===== config.mk =====
export PLATFORM = sky130hd
export DESIGN_NAME = branch_ctrl
export DESIGN_NICKNAME = d
export VERILOG_FILES = /design/src/rtl/riscv_pkg.sv /design/src/rtl/comparator.sv /design/src/rtl/branch_ctrl.sv
export SDC_FILE = /design/constraint.sdc
export NUM_CORES = 1
export LEC_CHECK = 0
export ABC_AREA = 1
export CAP_MARGIN = 20
export CORE_MARGIN = 2
export CORE_UTILIZATION = 56
export CTS_BUF_LIST = sky130_fd_sc_hd__clkbuf_2
export DETAILED_ROUTE_END_ITERATION = 10
export PLACE_DENSITY = 0.9
export SLEW_MARGIN = 0
export SYNTH_ARGS = -nofsm -noshare
export SYNTH_HDL_FRONTEND = slang
export SYNTH_SLANG_ARGS = --single-unit

===== constraint.sdc =====
create_clock -name clk -period 4.16 [get_ports clk]
set_clock_uncertainty 0.15 [all_clocks]
set_input_delay 0.832 -clock clk [delete_from_list [all_inputs] [get_ports clk]]
set_output_delay 0.832 -clock clk [all_outputs]
set_load 0.1 [all_outputs]

===== src/rtl/riscv_pkg.sv =====
// Shared RV32I definitions for the EX-stage control-transfer logic:
// branch funct3 codes, transfer kind encoding and the branch FSM states.
package riscv_pkg;

  localparam logic [2:0] BR_BEQ  = 3'b000;
  localparam logic [2:0] BR_BNE  = 3'b001;
  localparam logic [2:0] BR_BLT  = 3'b100;
  localparam logic [2:0] BR_BGE  = 3'b101;
  localparam logic [2:0] BR_BLTU = 3'b110;
  localparam logic [2:0] BR_BGEU = 3'b111;

  typedef enum logic [1:0] {
    KIND_BRANCH = 2'd0,
    KIND_JAL    = 2'd1,
    KIND_JALR   = 2'd2,
    KIND_RSVD   = 2'd3
  } br_kind_e;

  typedef enum logic [1:0] {
    IDLE     = 2'd0,
    REDIRECT = 2'd1,
    FLUSH    = 2'd2
  } br_state_e;

endpackage


===== src/rtl/comparator.sv =====
// Unsigned magnitude/equality comparator shared by all branch conditions.
module comparator #(
  parameter int WIDTH = 32
) (
  input  logic [WIDTH-1:0] i_a,
  input  logic [WIDTH-1:0] i_b,
  output logic             o_eq,
  output logic             o_lt
);

  assign o_eq = (i_a == i_b);
  assign o_lt = (i_a <  i_b);

endmodule


===== src/rtl/branch_ctrl.sv =====
// EX-stage branch resolution: evaluates conditions on one shared comparator,
// issues a registered PC redirect, then holds flush to squash IF/ID.
module branch_ctrl
  import riscv_pkg::*;
#(
  parameter int WIDTH        = 32,
  parameter int FLUSH_CYCLES = 2,
  parameter int CNT_W        = 16
) (
  input  logic             clk,
  input  logic             reset,
  input  logic             stall,
  input  logic             br_valid,
  input  logic [1:0]       br_kind,
  input  logic [2:0]       funct3,
  input  logic [WIDTH-1:0] rs1_data,
  input  logic [WIDTH-1:0] rs2_data,
  input  logic [WIDTH-1:0] pc,
  input  logic [WIDTH-1:0] imm,
  output logic             redirect,
  output logic [WIDTH-1:0] target,
  output logic             flush,
  output logic             misalign,
  output logic             busy,
  output logic [CNT_W-1:0] br_cnt,
  output logic [CNT_W-1:0] taken_cnt
);

  localparam logic [1:0]       FLUSH_INIT = (FLUSH_CYCLES > 1) ? 2'(FLUSH_CYCLES - 2) : 2'd0;
  localparam logic [WIDTH-1:0] MSB_MASK   = {1'b1, {(WIDTH-1){1'b0}}};
  localparam logic [WIDTH-1:0] JALR_MASK  = {{(WIDTH-1){1'b1}}, 1'b0};

  br_state_e        r_state;
  br_state_e        w_state_nxt;
  br_kind_e         w_kind;
  logic [1:0]       r_flush_cnt;
  logic [WIDTH-1:0] r_target;
  logic             r_misalign;
  logic [CNT_W-1:0] r_br_cnt;
  logic [CNT_W-1:0] r_taken_cnt;

  logic             w_signed;
  logic [WIDTH-1:0] w_cmp_a;
  logic [WIDTH-1:0] w_cmp_b;
  logic             w_eq;
  logic             w_lt;
  logic             w_cond;
  logic             w_taken;
  logic [WIDTH-1:0] w_jalr_sum;
  logic [WIDTH-1:0] w_target;
  logic             w_accept;
  logic             w_take;

  assign w_kind = br_kind_e'(br_kind);

  // Flipping both MSBs maps two's-complement order onto unsigned order,
  // so BLT/BGE reuse the unsigned comparator.
  assign w_signed = ~funct3[1];
  assign w_cmp_a  = w_signed ? (rs1_data ^ MSB_MASK) : rs1_data;
  assign w_cmp_b  = w_signed ? (rs2_data ^ MSB_MASK) : rs2_data;

  comparator #(.WIDTH(WIDTH)) u_cmp (
    .i_a  (w_cmp_a),
    .i_b  (w_cmp_b),
    .o_eq (w_eq),
    .o_lt (w_lt)
  );

  // NOTE: every combinational output gets a default first so no path infers a latch.
  always_comb begin
    w_cond = 1'b0;
    case (funct3)
      BR_BEQ:           w_cond = w_eq;
      BR_BNE:           w_cond = ~w_eq;
      BR_BLT, BR_BLTU:  w_cond = w_lt;
      BR_BGE, BR_BGEU:  w_cond = ~w_lt;
      default:          w_cond = 1'b0;
    endcase
  end

  always_comb begin
    w_taken = 1'b0;
    case (w_kind)
      KIND_BRANCH: w_taken = w_cond;
      KIND_JAL:    w_taken = 1'b1;
      KIND_JALR:   w_taken = 1'b1;
      default:     w_taken = 1'b0;
    endcase
  end

  assign w_jalr_sum = rs1_data + imm;
  assign w_target   = (w_kind == KIND_JALR) ? (w_jalr_sum & JALR_MASK) : (pc + imm);

  // Instructions seen outside IDLE are wrong-path and never accepted.
  assign w_accept = br_valid & ~stall & (r_state == IDLE);
  assign w_take   = w_accept & w_taken;

  always_comb begin
    w_state_nxt = r_state;
    case (r_state)
      IDLE:     if (w_take && !w_target[1]) w_state_nxt = REDIRECT;
      REDIRECT: w_state_nxt = (FLUSH_CYCLES == 1) ? IDLE : FLUSH;
      FLUSH:    if (r_flush_cnt == 2'd0) w_state_nxt = IDLE;
      default:  w_state_nxt = IDLE;
    endcase
  end

  // NOTE: sequential state uses non-blocking assignments so every register
  // samples pre-edge values regardless of statement order.
  always_ff @(posedge clk) begin
    if (reset) begin
      r_state     <= IDLE;
      r_flush_cnt <= 2'd0;
      r_target    <= '0;
      r_misalign  <= 1'b0;
      r_br_cnt    <= '0;
      r_taken_cnt <= '0;
    end else if (!stall) begin
      r_state <= w_state_nxt;
      if (r_state == REDIRECT)
        r_flush_cnt <= FLUSH_INIT;
      else if (r_state == FLUSH && r_flush_cnt != 2'd0)
        r_flush_cnt <= r_flush_cnt - 2'd1;
      if (w_take)
        r_target <= w_target;
      r_misalign <= w_take & w_target[1];
      if (w_accept && r_br_cnt != {CNT_W{1'b1}})
        r_br_cnt <= r_br_cnt + 1'b1;
      if (w_take && r_taken_cnt != {CNT_W{1'b1}})
        r_taken_cnt <= r_taken_cnt + 1'b1;
    end
  end

  assign redirect  = (r_state == REDIRECT);
  assign flush     = (r_state != IDLE);
  assign busy      = (r_state != IDLE);
  assign target    = r_target;
  assign misalign  = r_misalign;
  assign br_cnt    = r_br_cnt;
  assign taken_cnt = r_taken_cnt;

endmodule


**Word level (Yosys, flattened, before mapping)**

Cells that the tools add are included.

- Bits in registers: 69
- Input bits: 137
- Output and inout port bits: 68
- Word-level logic and storage cells: 65

- Add/sub/neg operators: 5
- $lt $le $gt $ge: 1
- Equality and inequality tests: 14
- Muxes and demuxes: 10
- Bitwise operators: 9
- Reductions and logical operators: 20

Operators by type and width:

| cell | count |
|---|---|
| $mux W32 | 3 |
| $add A32 B32 Y32 | 2 |
| $add A16 B1 Y16 const B | 2 |
| $eq A32 B32 Y1 | 1 |
| $lt A32 B32 Y1 | 1 |
| $ne A16 B16 Y1 const B | 2 |
| $eq A3 B3 Y1 const B | 4 |
| $mux W2 | 4 |
| $reduce_and A2 Y1 | 4 |
| $logic_not A2 Y1 | 3 |
| $pmux W2 S3 | 1 |
| $reduce_bool A2 Y1 | 3 |
| $reduce_or A2 Y1 | 3 |
| $not A1 Y1 | 5 |
| $and A1 B1 Y1 | 4 |
| $eq A2 B1 Y1 const B | 2 |
| $eq A2 B2 Y1 const B | 2 |
| $logic_and A1 B1 Y1 | 4 |
| $pmux W1 S4 | 1 |
| $eq A3 B1 Y1 const B | 1 |
| $logic_not A3 Y1 | 1 |
| $reduce_and A3 Y1 | 1 |
| $ne A2 B1 Y1 const B | 1 |
| $ne A2 B2 Y1 const B | 1 |
| other kinds (3) | 3 |

**Logic depth before layout (Yosys ltp)**

Gate-level depths: netlist of run 1.

- Depth after elaboration: 10
- Depth in mapped cells: 22
- Depth with buffers taken out: 21

**Modules after synthesis**

Synthesis of run 1 repeated with hierarchy kept, for this count alone.

- Cell total of the unflattened synthesis: 1,675
- Area total of the unflattened synthesis: 9,216.3 um^2

By module, submodules not included:

| module | instances | cells an instance | area each (um^2) | sequential area each (um^2) |
|---|---|---|---|---|
| branch_ctrl | 1 | 1,535 | 8,354.3 | 1,381.3 |
| comparator | 1 | 140 | 862.1 | 0.0 |

**Least setup slack after synthesis of run 1**

Ideal clock, no wire load.

- Kind: input-to-reg
- From: input pc[0]
- To: register r_target[20] (netlist: target[20])
- Library setup time: 0.070 ns
- Arrival time: 2.681 ns
- Data required time: 3.940 ns
- Path slack: 1.258 ns
- Stages: 15
- Path buffers: 0
- Cells stage by stage: ha_1 fa_1 nand3_1 nand2_1 a21boi_0 o21ai_0 nand2_1 nand2_1 nand2_1 nand2_1 nand2_1 nand3_1 nand2_1 nand2_1 a21oi_1

- Word-level cells in the longest chain between the ends: 2

RTL lines:

| element | RTL line | text |
|---|---|---|
| start: declaration | branch_ctrl.sv:18 | `input logic [WIDTH-1:0] pc,` |
| $add A32 B32 Y32 | branch_ctrl.sv:92 | `assign w_target = (w_kind == KIND_JALR) ? (w_jalr_sum & JALR_MASK) : (pc + imm);` |
| $mux W32 | branch_ctrl.sv:92 |  |
| end signal: assignment | branch_ctrl.sv:125 | `r_target <= w_target;` |
| end: declaration | branch_ctrl.sv:37 | `logic [WIDTH-1:0] r_target;` |

Every way passes these cells.
A chain may end at the register's enable or synchronous reset.

**Worst setup path after layout of run 1**

- From: input funct3[1]
- To: register r_target[16] (netlist: target[16])

- Word-level cells in the longest chain between the ends: 7
- Elaborated cells between the ends (all ways): 18
- Classes of those cells: order compare: 1; eq/ne: 6; mux: 4; bitwise: 3; reduce/logical: 4

RTL lines:

| element | RTL line | text |
|---|---|---|
| start: declaration | branch_ctrl.sv:15 | `input logic [2:0] funct3,` |
| $mux W32, on equally long branches | branch_ctrl.sv:59, branch_ctrl.sv:60 |  |
| $lt A32 B32 Y1 or $eq A32 B32 Y1 (tied branches) | comparator.sv:12, comparator.sv:11 |  |
| $not A1 Y1, on equally long branches | branch_ctrl.sv:76, branch_ctrl.sv:74 |  |
| $pmux W1 S4 * | branch_ctrl.sv:72 | `case (funct3)` |
| $pmux W1 S2 * | branch_ctrl.sv:83 | `case (w_kind)` |
| $and A1 B1 Y1 * | branch_ctrl.sv:96 | `assign w_take = w_accept & w_taken;` |
| $reduce_and A2 Y1 (no line) * | n/a |  |

Mark *: on every way between the ends. The rest lies on a longest branch, timed or not.

==> metrics, run 1 <==
status=finished clean; final WL=27080 um; final period utilization=81.35%; Hold Crit Class=flop to flop; Synth cell types=39; PortBufs=204; Syn. warnings=0; Post-synth ARST share=0%; Site Rows=43; worst vdd ir=0.1364 mV; cells after synthesis=1339; Clk pwr share=17.4%; Synth Cell Area=8080 um^2; DR pass1 iterations=6; setup bufs post-CTS=0; WS Path Type=primary input to flop; H-tree levels=3; Fill cells=1217; GR met1 Demand/Resource=approximately 45%; utilization after layout=74.23%; DR iter-0 viols=approximately 1000; Avg Vias per Cell=5.745; WP data required=4460 ps; crit-path max FO=29; average size of a mapped cell=6.035 um^2; Setup Viol. Count Final=0; Max Cap Viol=0; #FFs+latches synth=69; Final #Nets=1774; library cell with the largest summed area after synthesis=dfxtp_1; # clock sinks=69; PD cells=between 200 and 250 nW/um^2; Worst slew margin=29.95%; area share of the largest cell type after synthesis=about 17%; clk slew on worst S/H paths=about 220 ps; CP Data Arrival Time=about 3700 ps; via count=between 9000 and 10000; critical path capture point type=flop; logic gate share of total power=52.4%; GRT busiest layer=met2; RSZ-0062 raised after global routing=false; Worst-Margin Slew=1048 ps; count leader, synth=nand2_1; Post-DP HPWL=22890 um; layout cells sized above 1=1.818%; Synth top cells by count=nand2_1 (338), inv_1 (167), nor2_1 (167); number of global-route vias before repair=between 8000 and 9000; Pint=1.254 mW; RePlAce Congestion=1.033; Die W=~120 um; Synthesized Nets=1577; area of the core=around 14000 um^2; Inserted Diodes=0; Hold Vio Cnt, Final=0; Tmin final=between 3000 and 4000 ps; GRT Overall Usage=35.11%; setup TNS=0 ps; Hold-fix buffers, CTS=0; initial antenna violation count=0; GR Overflow Total=0; synth top area cells=dfxtp_1 (17%), nand2_1 (16%), ha_1 (15%), a21oi_1 (8.9%), inv_1 (7.8%); FMAX=295.5 MHz; grt met2 use=58.78%; Main synth FF type=dfxtp_1; Post-synth EDFFs=0; largest net degree at the start of global routing=40; Routed Antenna Nets=0; CTS root buffer=clkbuf_2; drt drc=0; global-route wire length before repair=42440 um; Startpoint Class=primary input; Num CTS Buffers=9; Net Switching=approximately 1.1 mW; clk_lat worst skew=540 ps; P_leak=4.716 nW; clk buf depth=2; post-DR wirelength/cell=15.74 um; full die area=roughly 15000 um^2; sw frac=45.67%; post-synthesis sequential area ratio=between 10% and 20%; Initial Util=57.76%; I/O pin cnt=205; total power=2.308 mW; TritonCTS clock tree=done; area delta synth->final=28.51%; Pins Over Slew Limit=0; sequential share of power=roughly 30%; cts repair resizes=0; Die Y=124.1 um; M3 GR Usage=under 10%
registers in the layout, indices dropped and copies added, names as in the netlist:
signal       count
taken_cnt       16
r_state          2
misalign         1
r_flush_cnt      2
target          32
br_cnt          16
kinds of logic (layout without fill, tap and decap cells):
logic type | count (synthesis) | after routing | share of synthesized area, %
AO/OA/AOI/OAI | 298 | 298 | 20.24
AND/OR/NAND/NOR | 637 | 637 | 32.83
adder cells (fa/ha/maj) | 101 | 101 | 15.83
buffers and inverters | 192 | 393 | 9.461
flip-flops | 69 | 69 | 17.10
XOR/XNOR | 42 | 42 | 4.552
cell usage in the layout, fill, tap and decap left out, types with 17 or more instances in the layout:
cell             instances
nand2_1                338
nand4_1                 41
clkdlybuf4s50_1        204
dfxtp_1                 69
nand3_1                 59
o21ai_0                 95
a21oi_1                144
ha_1                    99
xor2_1                  30
inv_1                  167
nor2_1                 167
nor3_1                  17
layout make-up:
class	instances	area [um^2]	area share (%)
Inverter	167	626.9	6.037
Multi-Input combinational cell	1078	5934	57.15
Tap cell	180	225.2	2.169
Clock buffer	9	45.04	0.4338
Sequential cell	69	1381	13.30
Clock inverter	6	63.81	0.6145
Timing Repair Buffer	211	2107	20.29
metrics by stage:
step | area (um^2) | worst slack (ps) | hold slack (ps) | instances
floorplan | 8080 | 1258 | 252.8 | 1339
global placement | 10270 | 357.6 | 264.0 | 1705
detailed placement | 10270 | 248.5 | 268.9 | 1705
CTS | 10380 | 830.3 | 293.6 | 1720
global route | 10380 | 467.4 | 328.7 | 1720
finish | 10380 | 776.0 | 291.4 | 1720
routing by layer:
metal  vias to the layer above  part of all wire (%)
li1                       4867                     -
met1                      4400                    41
met2                       524                    46
met3                        90                   9.2
met4                         0                   3.9
met5                         -                     0
power groups by stage:
stage / clock, mW / combinational, mW / sequential, mW
2_1_floorplan: 0 / 0.628 / 0.862
3_3_place_gp: 0 / 1.17 / 0.710
3_5_place_dp: 0 / 1.18 / 0.711
4_1_cts: 0.402 / 1.18 / 0.698
5_1_grt: 0.421 / 1.32 / 0.701
6_report: 0.402 / 1.21 / 0.698
critical path: stages:
cell and delay [ps]:
clkdlybuf4s50_1 500, xor2_1 200, ha_1 300, nand2_1 70
nor2_1 130, nand2_1 100, nor2_1 200, nand2_1 100
o21ai_1 130, inv_1 50, nand3_1 110, nand2_2 110
nand2_4 120, nand2_2 340, o21ai_0 320, nor2_1 60
path summary, 6_finish.rpt:
path / from / endpoint / slack [ps] / cells after the start
max: funct3[1] / target[16]$_SDFFE_PP0P_ / 780 / 16
min reg2reg: r_flush_cnt[0]$_SDFFE_PP0P_ / r_flush_cnt[0]$_SDFFE_PP0P_ / 290 / 1
min: r_flush_cnt[0]$_SDFFE_PP0P_ / r_flush_cnt[0]$_SDFFE_PP0P_ / 290 / 1
max reg2reg: taken_cnt[0]$_SDFFE_PP0P_ / taken_cnt[10]$_SDFFE_PP0P_ / 1460 / 8
Power figures use the tool's default switching activity.
==> inputs of run 2 (changes only) <==
- CORE_UTILIZATION: 56 -> 52
- PLACE_DENSITY: 0.9 -> 0.84
- clock period: 4.16 -> 3.4 ns (I/O delays scaled with it)
==> metrics, run 2 (same netlist as run 1, synthesis figures left out) <==
H-tree levels=3; Initial Util=between 50% and 60%; Pint=1.727 mW; via count=9800; Post-DP HPWL=22820 um; CP cell instances=clkdlybuf4s50_1, buf_4, ha_1, nand2_1, o21ai_0, a21oi_1, o21ai_0, nand2_1, nand2_1, nor2_1, o21ai_0, nand2_1, a21oi_1; WP data required=3700 ps; P_leak=5.085 nW; Hold Vio Cnt, Final=0; Setup Viol. Count Final=0; Die Y=128.7 um; Site Rows=45; Multi-input gate area=5934 um^2; GRT Overall Usage=32.57%; FMAX=337.1 MHz; global-route wire length before repair=roughly 44000 um; Startpoint Class=primary input; crit path max-delay cell type=clkdlybuf4s50_1; CTS root buffer=clkbuf_2; CP Data Arrival Time=3260 ps; worst vdd ir=between 0.15 and 0.2 mV; RSZ-0062 raised after global routing=false; Net Switching=1.291 mW; worst setup margin=433.4 ps; WS Path Type=primary input to flop; Pins Over Slew Limit=0; register area=1381 um^2; I/O pin cnt=205; GR Overflow Total=0; Worst slew margin=31.61%; drt drc=0; reg2reg start=taken_cnt[0]$_SDFFE_PP0P_; final period utilization=87.25%; setup bufs post-CTS=0; dpl cells=1754; Clk pwr share=roughly 22%; Die W=128.7 um; Hold-fix buffers, CTS=0; max reg flops=32; commonest non-fill, non-tap cell in the layout=nand2_1; clk buf depth=2; full die area=16550 um^2; area of the core=15200 um^2; Fill cells=1407; hold path start=r_flush_cnt[0]$_SDFFE_PP0P_; Routed Antenna Nets=0; clk slew on worst S/H paths=~230 ps; final WL=27040 um; Tmin final=2967 ps; DR iter-0 viols=between 600 and 700; initial antenna violation count=1; Crit. Startpoint=rs1_data[5]; crit-path max FO=5; commonest non-fill, non-tap cells in the layout=nand2_1 (338), inv_1 (167), nor2_1 (167), a21oi_1 (144), clkdlybuf4s50_1 (136); Hold Crit Class=flop to flop; Worst path max stage delay=approximately 440 ps; status=finished clean; Worst-Margin Slew=1025 ps; PD cells=284.6 nW/um^2; Num CTS Buffers=9; Final #Nets=approximately 1800; Place WS=-60.62 ps; cts repair resizes=0; largest net degree at the start of global routing=40; sw frac=a little over two fifths; layout cells sized above 1=8.723%; number of global-route vias before repair=9379; Final Non-Filler Cells=1771; critical path capture point type=flop; PortBufs=204; clk_lat worst skew=550 ps; post-DR wirelength/cell=15.27 um; area delta synth->final=31.22%; Avg Vias per Cell=around 5.5; CP most frequent cell=nand2_1; Max Cap Viol=0; DR pass1 iterations=8; sequential share of power=28.3%; TritonCTS clock tree=done; RePlAce Congestion=roughly 1; logic gate share of total power=50.2%; # clock sinks=slightly below 70
## run 2: cell types whose count changed in the layout (fill, tap and decap cells not counted)
cell	previous run	this run
clkdlybuf4s50_1	204	136
buf_4	6	114
buf_12	1	2
diode_2	0	1
bufinv_16	1	3
clkinv_2	2	1
inv_6	1	2
clkinvlp_4	2	1
## run 2: final timing paths
| check | depth (start not counted) | slack [ps] | endpoint |
|---|---|---|---|
| setup reg to reg | 8 | 830 | taken_cnt[11]$_SDFFE_PP0P_ |
| setup / recovery | 13 | 430 | target[12]$_SDFFE_PP0P_ |
| hold reg to reg | 1 | 300 | r_flush_cnt[0]$_SDFFE_PP0P_ |
| hold / removal | 1 | 300 | r_flush_cnt[0]$_SDFFE_PP0P_ |
## run 2: per-layer routing
layer	routed length (um)	track usage [%]	up-vias
met3	2002	4.615	69
met5	0	0	-
met1	11530	41.75	4358
met2	12450	55.15	428
met4	1053	13.04	0
li1	-	-	4945
## run 2: layout make-up
cell class / instances / share of cell area [%]
Tap cell: 188 / 2.219
Timing Repair Buffer: 252 / 21.29
Multi-Input combinational cell: 1078 / 55.97
Inverter: 167 / 5.912
Sequential cell: 69 / 13.03
Clock buffer: 9 / 0.4248
Clock inverter: 7 / 1.133
Antenna cell: 1 / 0.02360
## run 2: worst max-delay path: cells and delay by family
family	cells	cell delay, ps
AO/OA/AOI/OAI	5	1140
adder cells (fa/ha/maj)	1	360
buffers and inverters	2	590
AND/OR/NAND/NOR	5	490
## run 2: power groups by stage
stage	Combinational (mW)	Clock, mW	Sequential, mW
floorplan	0.768	0	1.05
global placement	1.47	0	0.869
detailed placement	1.49	0	0.870
CTS	1.50	0.656	0.854
global route	1.67	0.681	0.858
finish	1.52	0.648	0.854
## run 2: stage by stage
stage               hold slack, ps  utilization [%]  cell area (um^2)  power [mW]  TNS, ps
CTS                          295.0            69.73             10600       3.006        0
detailed placement           269.6            68.64             10440       2.359   -697.7
global route                 327.1            69.74             10600       3.206        0
floorplan                    252.8                -              8080       1.823        0
global placement             263.8            68.64             10440       2.342   -5.053
finish                       296.3            69.74             10600       3.018        0
